==> config.mk <==
export PLATFORM = sky130hd
export DESIGN_NAME = nibble_serial_subtractor
export DESIGN_NICKNAME = d
export VERILOG_FILES = /design/src/rtl/nibble_serial_subtractor_pkg.sv /design/src/rtl/nibble_serial_subtractor_cla.sv /design/src/rtl/nibble_serial_subtractor.sv
export SDC_FILE = /design/constraint.sdc
export NUM_CORES = 1
export LEC_CHECK = 0
export CAP_MARGIN = 20
export CORE_MARGIN = 2
export CORE_UTILIZATION = 25
export DETAILED_ROUTE_END_ITERATION = 8
export HOLD_SLACK_MARGIN = 0.03
export SETUP_SLACK_MARGIN = 0.15
export SLEW_MARGIN = 30
export SYNTH_ARGS = -nofsm -noshare
export SYNTH_HDL_FRONTEND = slang
export SYNTH_HIERARCHICAL = 1
export SYNTH_SLANG_ARGS = --single-unit
==> constraint.sdc <==
create_clock -name clk -period 3.6 [get_ports clk]
set_input_delay 1.08 -clock clk [delete_from_list [all_inputs] [get_ports clk]]
set_output_delay 1.08 -clock clk [all_outputs]
set_load 0.01 [all_outputs]
==> src/rtl/nibble_serial_subtractor_pkg.sv <==
// Shared state encoding, nibble width and overflow helper for the nibble-serial subtractor.
package sub_pkg;

  localparam int NIBBLE_W = 4;

  typedef enum logic [1:0] {
    IDLE = 2'd0,
    RUN  = 2'd1,
    DONE = 2'd2
  } state_t;

  // Two's-complement overflow of a - b from the sign bits of a, b and the result.
  function automatic logic ovf_calc(input logic a_msb, input logic b_msb, input logic d_msb);
    return (a_msb ^ b_msb) & (d_msb ^ a_msb);
  endfunction

endpackage

==> src/rtl/nibble_serial_subtractor_cla.sv <==
// Combinational 4-bit carry-lookahead subtract stage: s = x + ~y + cin.
module cla_nibble_sub
  import sub_pkg::*;
(
  input  logic [NIBBLE_W-1:0] x,
  input  logic [NIBBLE_W-1:0] y,
  input  logic                cin,
  output logic [NIBBLE_W-1:0] s,
  output logic                cout
);

  logic [NIBBLE_W-1:0] w_yn;
  logic [NIBBLE_W-1:0] w_g;
  logic [NIBBLE_W-1:0] w_p;
  logic [NIBBLE_W:0]   w_c;

  assign w_yn = ~y;
  assign w_g  = x & w_yn;
  assign w_p  = x ^ w_yn;

  // Fully expanded lookahead: every carry depends only on g, p and cin.
  assign w_c[0] = cin;
  assign w_c[1] = w_g[0] | (w_p[0] & cin);
  assign w_c[2] = w_g[1] | (w_p[1] & w_g[0]) | (w_p[1] & w_p[0] & cin);
  assign w_c[3] = w_g[2] | (w_p[2] & w_g[1]) | (w_p[2] & w_p[1] & w_g[0])
                | (w_p[2] & w_p[1] & w_p[0] & cin);
  assign w_c[4] = w_g[3] | (w_p[3] & w_g[2]) | (w_p[3] & w_p[2] & w_g[1])
                | (w_p[3] & w_p[2] & w_p[1] & w_g[0])
                | (w_p[3] & w_p[2] & w_p[1] & w_p[0] & cin);

  assign s    = w_p ^ w_c[NIBBLE_W-1:0];
  assign cout = w_c[NIBBLE_W];

endmodule

==> src/rtl/nibble_serial_subtractor.sv <==
// Nibble-serial unsigned subtractor (a - b), LSB nibble first, start/valid handshake.
// Define SIGNED_OVERFLOW_EN to add the two's-complement overflow output ovf.
module nibble_serial_subtractor
  import sub_pkg::*;
#(
  parameter int WIDTH = 16
) (
  input  logic             clk,
  input  logic             rst,
  input  logic             start,
  input  logic [WIDTH-1:0] a,
  input  logic [WIDTH-1:0] b,
  output logic             ready,
  output logic             valid,
  output logic [WIDTH-1:0] diff,
  output logic             borrow
`ifdef SIGNED_OVERFLOW_EN
  ,
  output logic             ovf
`endif
);

  localparam int NIB   = WIDTH / NIBBLE_W;
  localparam int CNT_W = (NIB > 1) ? $clog2(NIB) : 1;
  localparam logic [CNT_W-1:0] CNT_LAST = CNT_W'(NIB - 1);

  generate
    if (((WIDTH % NIBBLE_W) != 0) || (WIDTH < NIBBLE_W)) begin : g_bad_width
      $error("nibble_serial_subtractor: WIDTH must be a multiple of 4 and at least 4");
    end
  endgenerate

  state_t             r_state;
  state_t             w_state_next;
  logic [WIDTH-1:0]   r_a;
  logic [WIDTH-1:0]   r_b;
  logic [WIDTH-1:0]   r_acc;
  logic               r_carry;
  logic [CNT_W-1:0]   r_cnt;
  logic               r_ready;
  logic               r_valid;
  logic [WIDTH-1:0]   r_diff;
  logic               r_borrow;
`ifdef SIGNED_OVERFLOW_EN
  logic               r_ovf;
`endif

  logic [NIBBLE_W-1:0] w_s;
  logic                w_cout;
  logic                w_accept;
  logic                w_last;
  logic [WIDTH-1:0]    w_acc_next;

  cla_nibble_sub u_cla (
    .x    (r_a[NIBBLE_W-1:0]),
    .y    (r_b[NIBBLE_W-1:0]),
    .cin  (r_carry),
    .s    (w_s),
    .cout (w_cout)
  );

  assign w_accept   = (r_state == IDLE) & start;
  assign w_last     = (r_state == RUN) & (r_cnt == CNT_LAST);
  // New nibble enters at the top; after NIB steps the LSB nibble has reached bit 0.
  assign w_acc_next = WIDTH'({w_s, r_acc} >> NIBBLE_W);

  // FSM state register.
  always_ff @(posedge clk or posedge rst) begin
    if (rst) begin
      r_state <= IDLE;
    end else begin
      r_state <= w_state_next;
    end
  end

  // FSM next-state logic.
  always_comb begin
    w_state_next = r_state;
    case (r_state)
      IDLE: begin
        if (start) begin
          w_state_next = RUN;
        end else begin
          w_state_next = IDLE;
        end
      end
      RUN: begin
        if (r_cnt == CNT_LAST) begin
          w_state_next = DONE;
        end else begin
          w_state_next = RUN;
        end
      end
      DONE:    w_state_next = IDLE;
      default: w_state_next = IDLE;
    endcase
  end

  // Operand shift registers, nibble counter, running difference and result registers.
  always_ff @(posedge clk or posedge rst) begin
    if (rst) begin
      r_a      <= {WIDTH{1'b0}};
      r_b      <= {WIDTH{1'b0}};
      r_acc    <= {WIDTH{1'b0}};
      r_carry  <= 1'b1;
      r_cnt    <= {CNT_W{1'b0}};
      r_ready  <= 1'b1;
      r_valid  <= 1'b0;
      r_diff   <= {WIDTH{1'b0}};
      r_borrow <= 1'b0;
`ifdef SIGNED_OVERFLOW_EN
      r_ovf    <= 1'b0;
`endif
    end else begin
      r_ready <= (w_state_next == IDLE);
      r_valid <= w_last;
      if (w_accept) begin
        r_a     <= a;
        r_b     <= b;
        r_carry <= 1'b1;
        r_cnt   <= {CNT_W{1'b0}};
      end else if (r_state == RUN) begin
        r_a     <= r_a >> NIBBLE_W;
        r_b     <= r_b >> NIBBLE_W;
        r_acc   <= w_acc_next;
        r_carry <= w_cout;
        r_cnt   <= r_cnt + CNT_W'(1);
        // Results are published only on the final step so they hold across new operations.
        if (w_last) begin
          r_diff   <= w_acc_next;
          r_borrow <= ~w_cout;
`ifdef SIGNED_OVERFLOW_EN
          r_ovf    <= ovf_calc(r_a[NIBBLE_W-1], r_b[NIBBLE_W-1], w_s[NIBBLE_W-1]);
`endif
        end
      end
    end
  end

  assign ready  = r_ready;
  assign valid  = r_valid;
  assign diff   = r_diff;
  assign borrow = r_borrow;
`ifdef SIGNED_OVERFLOW_EN
  assign ovf    = r_ovf;
`endif

endmodule

==> results_dict.tcl <==
set metrics [dict create \
    ys_ff_latch 68 \
    grt_max_degree 39 \
    cp_slowest_stage_delay_ps 530 \
    routed_via_density 4.65 \
    crit_chain "clkdlybuf4s50_1" \
    drc 0 \
    routedWlPerCell_um 14.5 \
    synth_area_leaders "dfrtp_1 54%, mux2_2 10%, a222oi_1 6.8%, inv_1 4.5%, nor2b_1 4.3%" \
    hold_viol 0 \
    postRouteAntennaNets 0 \
    start_util 0.257 \
    run_status "completed" \
    rows 40 \
    h-tree-depth 3 \
    reg2reg_slack_ps 1530 \
    fp.dieW_um 115 \
    fillCellCount 1204 \
    finalPower_uw 3800 \
    die_area_mm2 0.0132 \
    max_cap_viol_count 0 \
    yosys_warnings 6 \
    track_usage 0.105 \
    ir_drop_uv 285 \
    core-area_mm2 0.0120 \
    cts_setup_buffers 0 \
    synth_nets 289 \
    startpoint "ready" \
    synth_cells 248 \
    syn_area_per_cell_um2 12.4 \
    io_buffer_count 53 \
    grt_pass1_wl_um 10800 \
    period_share 0.680 \
    dp_slack_ps 1120 \
    cp-endpoint "ready" \
    setup_slack_ps 1150 \
    crit_type "reg -> out" \
    hp-class "reg -> reg" \
    cp_max_fo 1 \
    start_kind "flop" \
    grt_pass1_vias 2159 \
    routabilityCongestion 0.707 \
    synth_top_area_cell "dfrtp_1" \
    cp.depth 1 \
    cts.sinks 68 \
    cts-root-buf "clkbuf_16" \
    synth.top_cell.area_share 0.535 \
    synth_area_mm2 0.00309 \
    area_growth_pct 30.7 \
    drt_wl_total_um 6520 \
    antenna_found_initial 0 \
    critical_path.top_delay_family "buffers and inverters" \
    crit_buf_inv 1 \
    drtPass1Iterations 7 \
    stdcell_count 449 \
    leakagePower_uw 0.00177 \
    place_inst 433 \
    clkTransAtPathRegs_ps 60 \
    finalSetupViolations 0 \
    r2r_start "r_state[0]" \
    fin_skew_ps 7.09 \
    drive_gt1_frac 0.179 \
    grt-ovfl-total 0 \
    diodes 0 \
    die_h_um 115 \
    worst_slew_pin_slew_ps 831 \
    cts_buffer_depth 2 \
    max_freq_mhz 409 \
    crit_required_ps 2520 \
    cts-resized-gates 0 \
    cts_tree "built" \
    arrival_ps 1370 \
    crit_path_end_kind "output port" \
    synth_cell_type_count 32 \
    cts_hold_buf 0 \
    pwr_density_cell_mw_per_mm2 942 \
    tns_ps 0 \
    fin_nets 339 \
    maxSlewHeadroom 0.445 \
    io_pins 54 \
    vias 2090 \
    drt_iter0_drc 253 \
    r2r_end "r_acc[13]" \
    yosysSeqAreaShare 0.552 \
    dp_hpwl_um 4430 \
    cts_buffers 9 \
    holdWs_ps 491 \
    reg2regPathDepth 2 \
    min_period_ps 2450 \
    slowest_stage "clkdlybuf4s50_1" \
    rsz0062_at_grt "no" \
    clkLatencyLatePin_ps 320 \
    final_max_slew_viol_count 0 \
]
-- sequential cells by signal, indices dropped and copies added, names as in the netlist --
signal,flops
diff,16
ready,1
r_acc,12
r_state,2
r_cnt,2
valid,1
r_carry,1
borrow,1
r_b,16
r_a,16
-- routing by layer --
metal  part of all wire  wire (um)  global-route usage
met1               0.46       2980               0.139
met2               0.49       3180               0.164
met3              0.051        331              0.0406
met4             0.0034         22              0.0241
met5                  0          0                   0
-- placed cells by master (no fill, tap or decap), types with 4 or more instances in the layout --
master           count
nand3b_1             6
nand2_1              5
nor2b_1             21
clkdlybuf4s50_1     53
mux2_2              28
o221ai_1             5
a222oi_1            21
inv_1               36
nor2_1               4
ha_1                 5
clkbuf_16            9
dfrtp_1             66
-- worst min-delay path by stage --
stage | slack [ps] | cells past startpoint | endpoint | start
floorplan | 460 | 1 | r_cnt[0] | r_cnt[0]
global placement | 470 | 2 | r_a[15] | r_a[15]
detailed placement | 480 | 2 | r_a[15] | r_a[15]
CTS | 490 | 2 | r_a[15] | r_a[15]
global route | 510 | 1 | diff[7] | diff[7]
finish | 490 | 1 | r_a[14] | r_a[14]
-- where the power goes --
group          switching (uW)  internal, uW  leakage, uW
sequential                220          1150     0.000799
clock                     319           624     0.000155
combinational             679           805     0.000811
-- per-stage QoR --
stage	cell area, um^2	utilization
finish	4030	0.336
global route	4030	0.336
CTS	4020	0.335
detailed placement	3690	0.308
global placement	3690	0.308
floorplan	3090	-
-- cell usage after synthesis --
cell type   n
dfrtp_1    66
inv_1      37
mux2_2     28
a222oi_1   21
nor2b_1    21
buf_6       8
nand3b_1    6
ha_1        5
nand2_1     5
o221ai_1    5
buf_2       4
clkbuf_1    4
nor2_1      4
a21o_1      3
a221oi_1    3
a32o_1      3
nand2b_1    3
nor4b_1     3
a21oi_1     2
buf_4       2
dfstp_2     2
mux2i_1     2
xor2_1      2
a22o_1      1
a31o_1      1
fa_1        1
inv_2       1
nor2b_4     1
o21ba_2     1
o22a_1      1
or2_2       1
xnor2_1     1
-- logic make-up (layout without fill, tap and decap cells) --
kind of cell             Yosys count  in the layout  synth area share
multiplexers                      30             30             0.109
AO/OA/AOI/OAI                     41             41             0.123
XOR/XNOR                           3              3           0.00852
adder cells (fa/ha/maj)            6              6            0.0268
flip-flops                        68             68             0.552
buffers and inverters             56            110            0.0916
AND/OR/NAND/NOR                   44             44            0.0892
-- layout make-up --
class	instances	area [um^2]	area share
flip-flops and latches	68	1700	0.422
multi-input cells	124	1100	0.272
repair buffers	57	581	0.144
clock buffers	10	239	0.0592
well taps	147	184	0.0456
inverters	38	143	0.0354
clock inverters	5	85.1	0.0211
No activity file was read; power rests on OpenSTA's default activity.
